### src/rtl/i2c_codec_responder_pkg.sv
// Shared audio-codec definitions: responder FSM states, default bus address
// and the register indices of the codec control map.
package i2c_codec_responder_pkg;

  typedef enum logic [2:0] {
    ST_IDLE,
    ST_ADDR,
    ST_ADDR_ACK,
    ST_BYTE_HI,
    ST_ACK_HI,
    ST_BYTE_LO,
    ST_ACK_LO,
    ST_IGNORE
  } state_t;

  localparam logic [6:0] DEFAULT_DEV_ADDR = 7'h1A;

  localparam logic [3:0] REG_LEFT_IN  = 4'h0;
  localparam logic [3:0] REG_RIGHT_IN = 4'h1;
  localparam logic [3:0] REG_LEFT_HP  = 4'h2;
  localparam logic [3:0] REG_RIGHT_HP = 4'h3;
  localparam logic [3:0] REG_ANALOG   = 4'h4;
  localparam logic [3:0] REG_DIGITAL  = 4'h5;
  localparam logic [3:0] REG_POWER    = 4'h6;
  localparam logic [3:0] REG_FORMAT   = 4'h7;
  localparam logic [3:0] REG_SAMPLING = 4'h8;
  localparam logic [3:0] REG_ACTIVE   = 4'h9;
  localparam logic [3:0] REG_RESET    = 4'hF;

  // Address byte an initiator sends to write to a device at address a.
  function automatic logic [7:0] wr_addr_byte(input logic [6:0] a);
    return {a, 1'b0};
  endfunction

endpackage

### src/rtl/i2c_codec_responder_if.sv
// Two-wire bus bundle: clock, resolved data line and the responder's pull-down.
// Valid/ready does not apply here; SDA may change only while SCL is low,
// except for START/STOP, and the responder only pulls SDA during ACK slots.
interface i2c_codec_responder_if;
  logic scl;
  logic sda;
  logic sda_oen;

  modport master (output scl, output sda, input sda_oen);
  modport slave  (input scl, input sda, output sda_oen);
endinterface

### src/rtl/i2c_line_sync.sv
// Synchronises SCL and SDA into the i_clk domain and flags SCL edges and
// START/STOP conditions from the synchronised value and its previous sample.
module i2c_line_sync (
  input  logic                   i_clk,
  input  logic                   i_rst_n,
  i2c_codec_responder_if.slave   bus,
  output logic                   o_sda,
  output logic                   o_scl_rise,
  output logic                   o_scl_fall,
  output logic                   o_start,
  output logic                   o_stop
);

  logic [1:0] r_scl_ff;
  logic [1:0] r_sda_ff;
  logic       r_scl_prev;
  logic       r_sda_prev;
  logic [2:0] r_primed;
  logic       w_ok;

  always_ff @(posedge i_clk or negedge i_rst_n) begin
    if (!i_rst_n) begin
      r_scl_ff   <= 2'b11;
      r_sda_ff   <= 2'b11;
      r_scl_prev <= 1'b1;
      r_sda_prev <= 1'b1;
      r_primed   <= 3'b000;
    end else begin
      r_scl_ff   <= {r_scl_ff[0], bus.scl};
      r_sda_ff   <= {r_sda_ff[0], bus.sda};
      r_scl_prev <= r_scl_ff[1];
      r_sda_prev <= r_sda_ff[1];
      r_primed   <= {r_primed[1:0], 1'b1};
    end
  end

  // The reset value "bus idle" may disagree with the real lines; hold off
  // edge reporting until every stage carries a genuine sample.
  assign w_ok       = r_primed[2];
  assign o_sda      = r_sda_ff[1];
  assign o_scl_rise = w_ok &  r_scl_ff[1] & ~r_scl_prev;
  assign o_scl_fall = w_ok & ~r_scl_ff[1] &  r_scl_prev;
  assign o_start    = w_ok & r_scl_ff[1] & r_scl_prev & r_sda_prev & ~r_sda_ff[1];
  assign o_stop     = w_ok & r_scl_ff[1] & r_scl_prev & ~r_sda_prev & r_sda_ff[1];

endmodule

### src/rtl/i2c_codec_responder.sv
// Write-only I2C responder for an audio codec: accepts two-byte register words
// (7-bit address, 9-bit data) and stores them in a small register file.
module i2c_codec_responder
  import i2c_codec_responder_pkg::*;
#(
  parameter logic [6:0] DEV_ADDR = DEFAULT_DEV_ADDR,
  parameter int         NUM_REGS = 16
) (
  input  logic       i_clk,
  input  logic       i_rst_n,
  input  logic       i_scl,
  input  logic       i_sda,
  output logic       o_sda_oen,
  output logic       o_reg_wr,
  output logic [6:0] o_reg_addr,
  output logic [8:0] o_reg_data,
  input  logic [3:0] i_rd_addr,
  output logic [8:0] o_rd_data,
  output logic       o_busy,
  output logic [7:0] o_wr_count
);

  i2c_codec_responder_if w_bus ();

  logic w_sda;
  logic w_scl_rise;
  logic w_scl_fall;
  logic w_start;
  logic w_stop;

  state_t     r_state;
  state_t     w_state_nxt;
  logic [2:0] r_bit_cnt;
  logic [2:0] w_bit_cnt_nxt;
  logic       r_byte_done;
  logic       w_byte_done_nxt;
  logic [7:0] r_shift;
  logic [7:0] w_shift_nxt;
  logic [7:0] r_hi;
  logic [7:0] w_hi_nxt;
  logic       r_sda_oen;
  logic       w_sda_oen_nxt;
  logic       r_busy;
  logic       w_busy_nxt;
  logic       w_wr_en;

  logic       r_reg_wr;
  logic [6:0] r_reg_addr;
  logic [8:0] r_reg_data;
  logic [7:0] r_wr_count;
  logic [3:0] w_wr_idx;
  logic [8:0] w_wr_data;
  logic [8:0] w_regs [16];

  assign w_bus.scl     = i_scl;
  assign w_bus.sda     = i_sda;
  assign w_bus.sda_oen = r_sda_oen;

  i2c_line_sync u_line_sync (
    .i_clk      (i_clk),
    .i_rst_n    (i_rst_n),
    .bus        (w_bus),
    .o_sda      (w_sda),
    .o_scl_rise (w_scl_rise),
    .o_scl_fall (w_scl_fall),
    .o_start    (w_start),
    .o_stop     (w_stop)
  );

  always_ff @(posedge i_clk or negedge i_rst_n) begin
    if (!i_rst_n) begin
      r_state <= ST_IDLE;
    end else begin
      r_state <= w_state_nxt;
    end
  end

  // Bus conditions take priority over whatever byte or ACK slot is in flight.
  always_comb begin
    w_state_nxt     = r_state;
    w_bit_cnt_nxt   = r_bit_cnt;
    w_byte_done_nxt = r_byte_done;
    w_shift_nxt     = r_shift;
    w_hi_nxt        = r_hi;
    w_sda_oen_nxt   = r_sda_oen;
    w_busy_nxt      = r_busy;
    w_wr_en         = 1'b0;
    if (w_start) begin
      w_state_nxt     = ST_ADDR;
      w_bit_cnt_nxt   = 3'd0;
      w_byte_done_nxt = 1'b0;
      w_sda_oen_nxt   = 1'b0;
      w_busy_nxt      = 1'b1;
    end else if (w_stop) begin
      w_state_nxt     = ST_IDLE;
      w_bit_cnt_nxt   = 3'd0;
      w_byte_done_nxt = 1'b0;
      w_sda_oen_nxt   = 1'b0;
      w_busy_nxt      = 1'b0;
    end else begin
      case (r_state)
        ST_ADDR, ST_BYTE_HI, ST_BYTE_LO: begin
          if (w_scl_rise && !r_byte_done) begin
            w_shift_nxt   = {r_shift[6:0], w_sda};
            w_bit_cnt_nxt = r_bit_cnt + 3'd1;
            if (r_bit_cnt == 3'd7) w_byte_done_nxt = 1'b1;
          end else if (w_scl_fall && r_byte_done) begin
            w_byte_done_nxt = 1'b0;
            w_bit_cnt_nxt   = 3'd0;
            case (r_state)
              ST_ADDR: begin
                if (r_shift == {DEV_ADDR, 1'b0}) begin
                  w_state_nxt   = ST_ADDR_ACK;
                  w_sda_oen_nxt = 1'b1;
                end else begin
                  w_state_nxt = ST_IGNORE;
                end
              end
              ST_BYTE_HI: begin
                w_hi_nxt      = r_shift;
                w_state_nxt   = ST_ACK_HI;
                w_sda_oen_nxt = 1'b1;
              end
              default: begin
                w_state_nxt   = ST_ACK_LO;
                w_sda_oen_nxt = 1'b1;
              end
            endcase
          end
        end
        ST_ADDR_ACK, ST_ACK_HI, ST_ACK_LO: begin
          if (w_scl_fall) begin
            w_sda_oen_nxt = 1'b0;
            case (r_state)
              ST_ADDR_ACK: w_state_nxt = ST_BYTE_HI;
              ST_ACK_HI:   w_state_nxt = ST_BYTE_LO;
              default: begin
                w_state_nxt = ST_IGNORE;
                w_wr_en     = 1'b1;
              end
            endcase
          end
        end
        default: ;
      endcase
    end
  end

  assign w_wr_idx  = r_hi[4:1];
  assign w_wr_data = {r_hi[0], r_shift};

  always_ff @(posedge i_clk or negedge i_rst_n) begin
    if (!i_rst_n) begin
      r_bit_cnt   <= 3'd0;
      r_byte_done <= 1'b0;
      r_shift     <= 8'd0;
      r_hi        <= 8'd0;
      r_sda_oen   <= 1'b0;
      r_busy      <= 1'b0;
      r_reg_wr    <= 1'b0;
      r_reg_addr  <= 7'd0;
      r_reg_data  <= 9'd0;
      r_wr_count  <= 8'd0;
    end else begin
      r_bit_cnt   <= w_bit_cnt_nxt;
      r_byte_done <= w_byte_done_nxt;
      r_shift     <= w_shift_nxt;
      r_hi        <= w_hi_nxt;
      r_sda_oen   <= w_sda_oen_nxt;
      r_busy      <= w_busy_nxt;
      r_reg_wr    <= w_wr_en;
      if (w_wr_en) begin
        r_reg_addr <= r_hi[7:1];
        r_reg_data <= w_wr_data;
        if (r_wr_count != 8'hFF) r_wr_count <= r_wr_count + 8'd1;
      end
    end
  end

  // Rows beyond NUM_REGS read as zero and ignore writes.
  for (genvar g = 0; g < 16; g++) begin : g_reg
    if (g < NUM_REGS) begin : g_row
      logic [8:0] r_row;
      always_ff @(posedge i_clk or negedge i_rst_n) begin
        if (!i_rst_n) begin
          r_row <= 9'd0;
        end else if (w_wr_en && (w_wr_idx == 4'(g))) begin
          r_row <= w_wr_data;
        end
      end
      assign w_regs[g] = r_row;
    end else begin : g_tie
      assign w_regs[g] = 9'd0;
    end
  end

  assign o_sda_oen  = w_bus.sda_oen;
  assign o_reg_wr   = r_reg_wr;
  assign o_reg_addr = r_reg_addr;
  assign o_reg_data = r_reg_data;
  assign o_rd_data  = w_regs[i_rd_addr];
  assign o_busy     = r_busy;
  assign o_wr_count = r_wr_count;

endmodule

### config.mk
export PLATFORM = sky130hd
export DESIGN_NAME = i2c_codec_responder
export DESIGN_NICKNAME = d
export VERILOG_FILES = /design/src/rtl/i2c_codec_responder_pkg.sv /design/src/rtl/i2c_codec_responder_if.sv /design/src/rtl/i2c_line_sync.sv /design/src/rtl/i2c_codec_responder.sv
export SDC_FILE = /design/constraint.sdc
export NUM_CORES = 1
export LEC_CHECK = 0
export BUFFER_PORTS_ARGS = -buffer_cell sky130_fd_sc_hd__buf_4
export CELL_PAD_IN_SITES_DETAIL_PLACEMENT = 1
export CELL_PAD_IN_SITES_GLOBAL_PLACEMENT = 2
export CORE_UTILIZATION = 40
export DETAILED_ROUTE_END_ITERATION = 8
export PLACE_DENSITY_LB_ADDON = 0.1
export SETUP_SLACK_MARGIN = 0.4
export SKIP_CTS_REPAIR_TIMING = 1
export SYNTH_ARGS = -nofsm -noshare
export SYNTH_HDL_FRONTEND = slang
export SYNTH_SLANG_ARGS = --single-unit
### constraint.sdc
create_clock -name i_clk -period 2.8 [get_ports i_clk]
set_input_delay 0.42 -clock i_clk [delete_from_list [all_inputs] [get_ports i_clk]]
set_output_delay 0.42 -clock i_clk [all_outputs]
set_load 0.02 [all_outputs]
==> results.json <==
{
  "fin_tns_setup_ps": 0,
  "drive_above_1_share": 0.504,
  "gr-total-overflow": 0,
  "synth_area_leaders": "dfrtp_1, mux2_2, mux4_2",
  "synth_cell_types": 44,
  "root_buffer": "clkbuf_16",
  "cts_max_path_buffers": 3,
  "power_density_nw_per_um2": 633,
  "yosys-top-cells-count": "dfrtp_1, mux2_2, nand2_1",
  "synth_xor_area_frac": 0.00673,
  "hp-class": "in2reg",
  "dp_worst_setup_slack_ps": 220,
  "p_leak_nw": 5.36,
  "cp-start-kind": "flop",
  "vias": 5319,
  "status": "finished, final reports clean",
  "die_area_um2": 23400,
  "drc": 0,
  "worst_pin_slew_ps": 765,
  "dp_hpwl_um": 14000,
  "fin_crit_sh": 0.887,
  "min_period_ps": 2480,
  "io_buffer_count": 43,
  "first_pass_iters": 4,
  "synth-main-ff-cell": "dfrtp_1",
  "netlist_area_um2": 9110,
  "cp_max_fo": 2,
  "diodes": 0,
  "finalHoldViolCount": 0,
  "via_per_inst": 5.56,
  "syn_to_final_growth_pct": 20.3,
  "cp.required_ps": 2380,
  "synth_nets": 609,
  "cp.arrival_ps": 2060,
  "synthSimpleGateAreaFrac": 0.0820,
  "ios": 44,
  "post_drt_wl_per_cell_um": 23.2,
  "yosysSeqAreaShare": 0.559,
  "clkLatencyLatePin_ps": 510,
  "start_util": 0.412,
  "finClkSkew_ps": 9.55,
  "fp.dieH_um": 153,
  "synthArstFlopShare": 1.00,
  "worstSetupPathType": "reg2out",
  "synth_edf_count": 0,
  "synthCells": 598,
  "timing.final.ws_setup_ps": 317,
  "drtIter0Drc": 284,
  "relSlewSlack": 0.490,
  "grt_pass1_wl_um": 35900,
  "final_cells": 957,
  "clock-sinks": 203,
  "rows": 54,
  "dp.cells": 907,
  "yosysWarnings": 0,
  "synth_top_area_share": 0.541,
  "numCtsBuffers": 24,
  "synth.area.mux_share": 0.314,
  "max_freq_ghz": 0.403,
  "gp_congestion": 0.772,
  "synth_compound_area_frac": 0.0114,
  "multi_input_area_um2": 3820,
  "yosysMostFrequentCell": "dfrtp_1",
  "grt_usage": 0.201,
  "yosysTopAreaCell": "dfrtp_1",
  "cp-end-kind": "primary output",
  "grt_pass1_vias": 5937,
  "n_fill_cell": 2113,
  "grt_max_degree": 67,
  "avgSynthCellArea_um2": 15.2,
  "ff2ff_setup_slack_ps": 460,
  "cts_tree": "built",
  "synthAdderAreaFrac": 0.00412,
  "drv_slew": 0,
  "setup_viol": 0,
  "clk_pin_slew_worst_paths_ps": 60,
  "antenna_found_initial": 0,
  "vdd_drop_max_mv": 0.355,
  "final_antenna_net_count": 0,
  "ys_seq_elements": 203,
  "maxCapViolations": 0,
  "seqCellArea_um2": 5090,
  "synth_top_family_by_area": "multiplexers",
  "grt_setup_unrepaired": "yes",
  "die_w_um": 153,
  "routed_wl_um": 22200,
  "h-tree-depth": 1,
  "nets": 671,
  "core_um2": 22100
}
[critical path: stages, from the launching register on]
cell and delay (ps):
dfrtp_1 390, mux4_2 480, mux4_2 520, buf_6 160
[final timing paths]
check | cells after the start | from | to
worst max-delay path | 3 | g_reg[15].g_row.r_row[7] | o_rd_data[7]
worst min-delay path | 1 | i_scl | u_line_sync.r_scl_ff[0]
worst max register to register | 7 | u_line_sync.r_scl_prev | g_reg[3].g_row.r_row[6]
worst min register to register | 0 | u_line_sync.r_scl_ff[0] | u_line_sync.r_scl_ff[1]
max in group asynchronous | 3 | i_rst_n | o_reg_addr[3]
min in group asynchronous | 2 | i_rst_n | o_sda_oen
[where the power goes]
group | switching, mW | internal [mW]
Sequential | 0.155 | 3.00
Combinational | 0.307 | 0.163
Clock | 1.19 | 2.11
Total | 1.66 | 5.28
[logic make-up after synthesis]
| kind of cell | after synthesis |
|---|---|
| multiplexers | 209 |
| flip-flops | 203 |
| AND/OR/NAND/NOR | 114 |
| buffers and inverters | 47 |
| AO/OA/AOI/OAI | 14 |
| XOR/XNOR | 7 |
| adder cells (fa/ha/maj) | 3 |
| other | 1 |
[state kept, by name, indices dropped and copies added, names as in the netlist, 3 cells and up]
register              cells
r_bit_cnt                 3
r_shift                   8
o_reg_addr                7
o_reg_data                9
r_hi                      8
o_wr_count                8
u_line_sync.r_primed      3
r_state                   3
g.g_row.r_row           144
[cell type report]
cell class                      instances  share of cell area
Sequential cell                       203               0.465
Multi-Input combinational cell        348               0.349
Timing Repair Buffer                   78              0.0751
Clock buffer                           38              0.0689
Tap cell                              280              0.0320
Clock inverter                          5             0.00914
Inverter                                5             0.00171
[per-layer routing]
layer  global-route usage  share of wire  vias up
met2                0.322           0.49       59
met3               0.0278          0.029       28
met4               0.0452          0.015        0
li1                     -              -     2324
met1                0.290           0.47     2908
met5                    0              0        -
[metrics by stage]
stage / cell area [µm²] / hold slack (ps) / total power [mW] / util
floorplan: 9120 / 124 / 3.41 / -
global placement: 9940 / 335 / 3.65 / 0.450
detailed placement: 9940 / 348 / 3.68 / 0.450
CTS: 10800 / -127 / 7.04 / 0.488
global route: 11000 / 7.37 / 7.22 / 0.496
finish: 11000 / 19.1 / 6.93 / 0.496
[cell usage in the layout (no fill, tap or decap), types with 4 or more instances in the layout]
cell type,count
buf_4,48
inv_1,5
clkbuf_8,9
mux2_1,8
nand2_1,54
dfrtp_1,197
clkbuf_16,27
nand4_1,5
and3_1,4
buf_12,11
nand2b_1,6
dfstp_2,6
nand3_1,8
nor3_4,12
mux2_2,156
nor4_4,4
xnor2_1,7
buf_6,14
mux4_2,45
clkbuf_1,5
nor2_1,8
No activity file was read; power rests on OpenSTA's default activity.
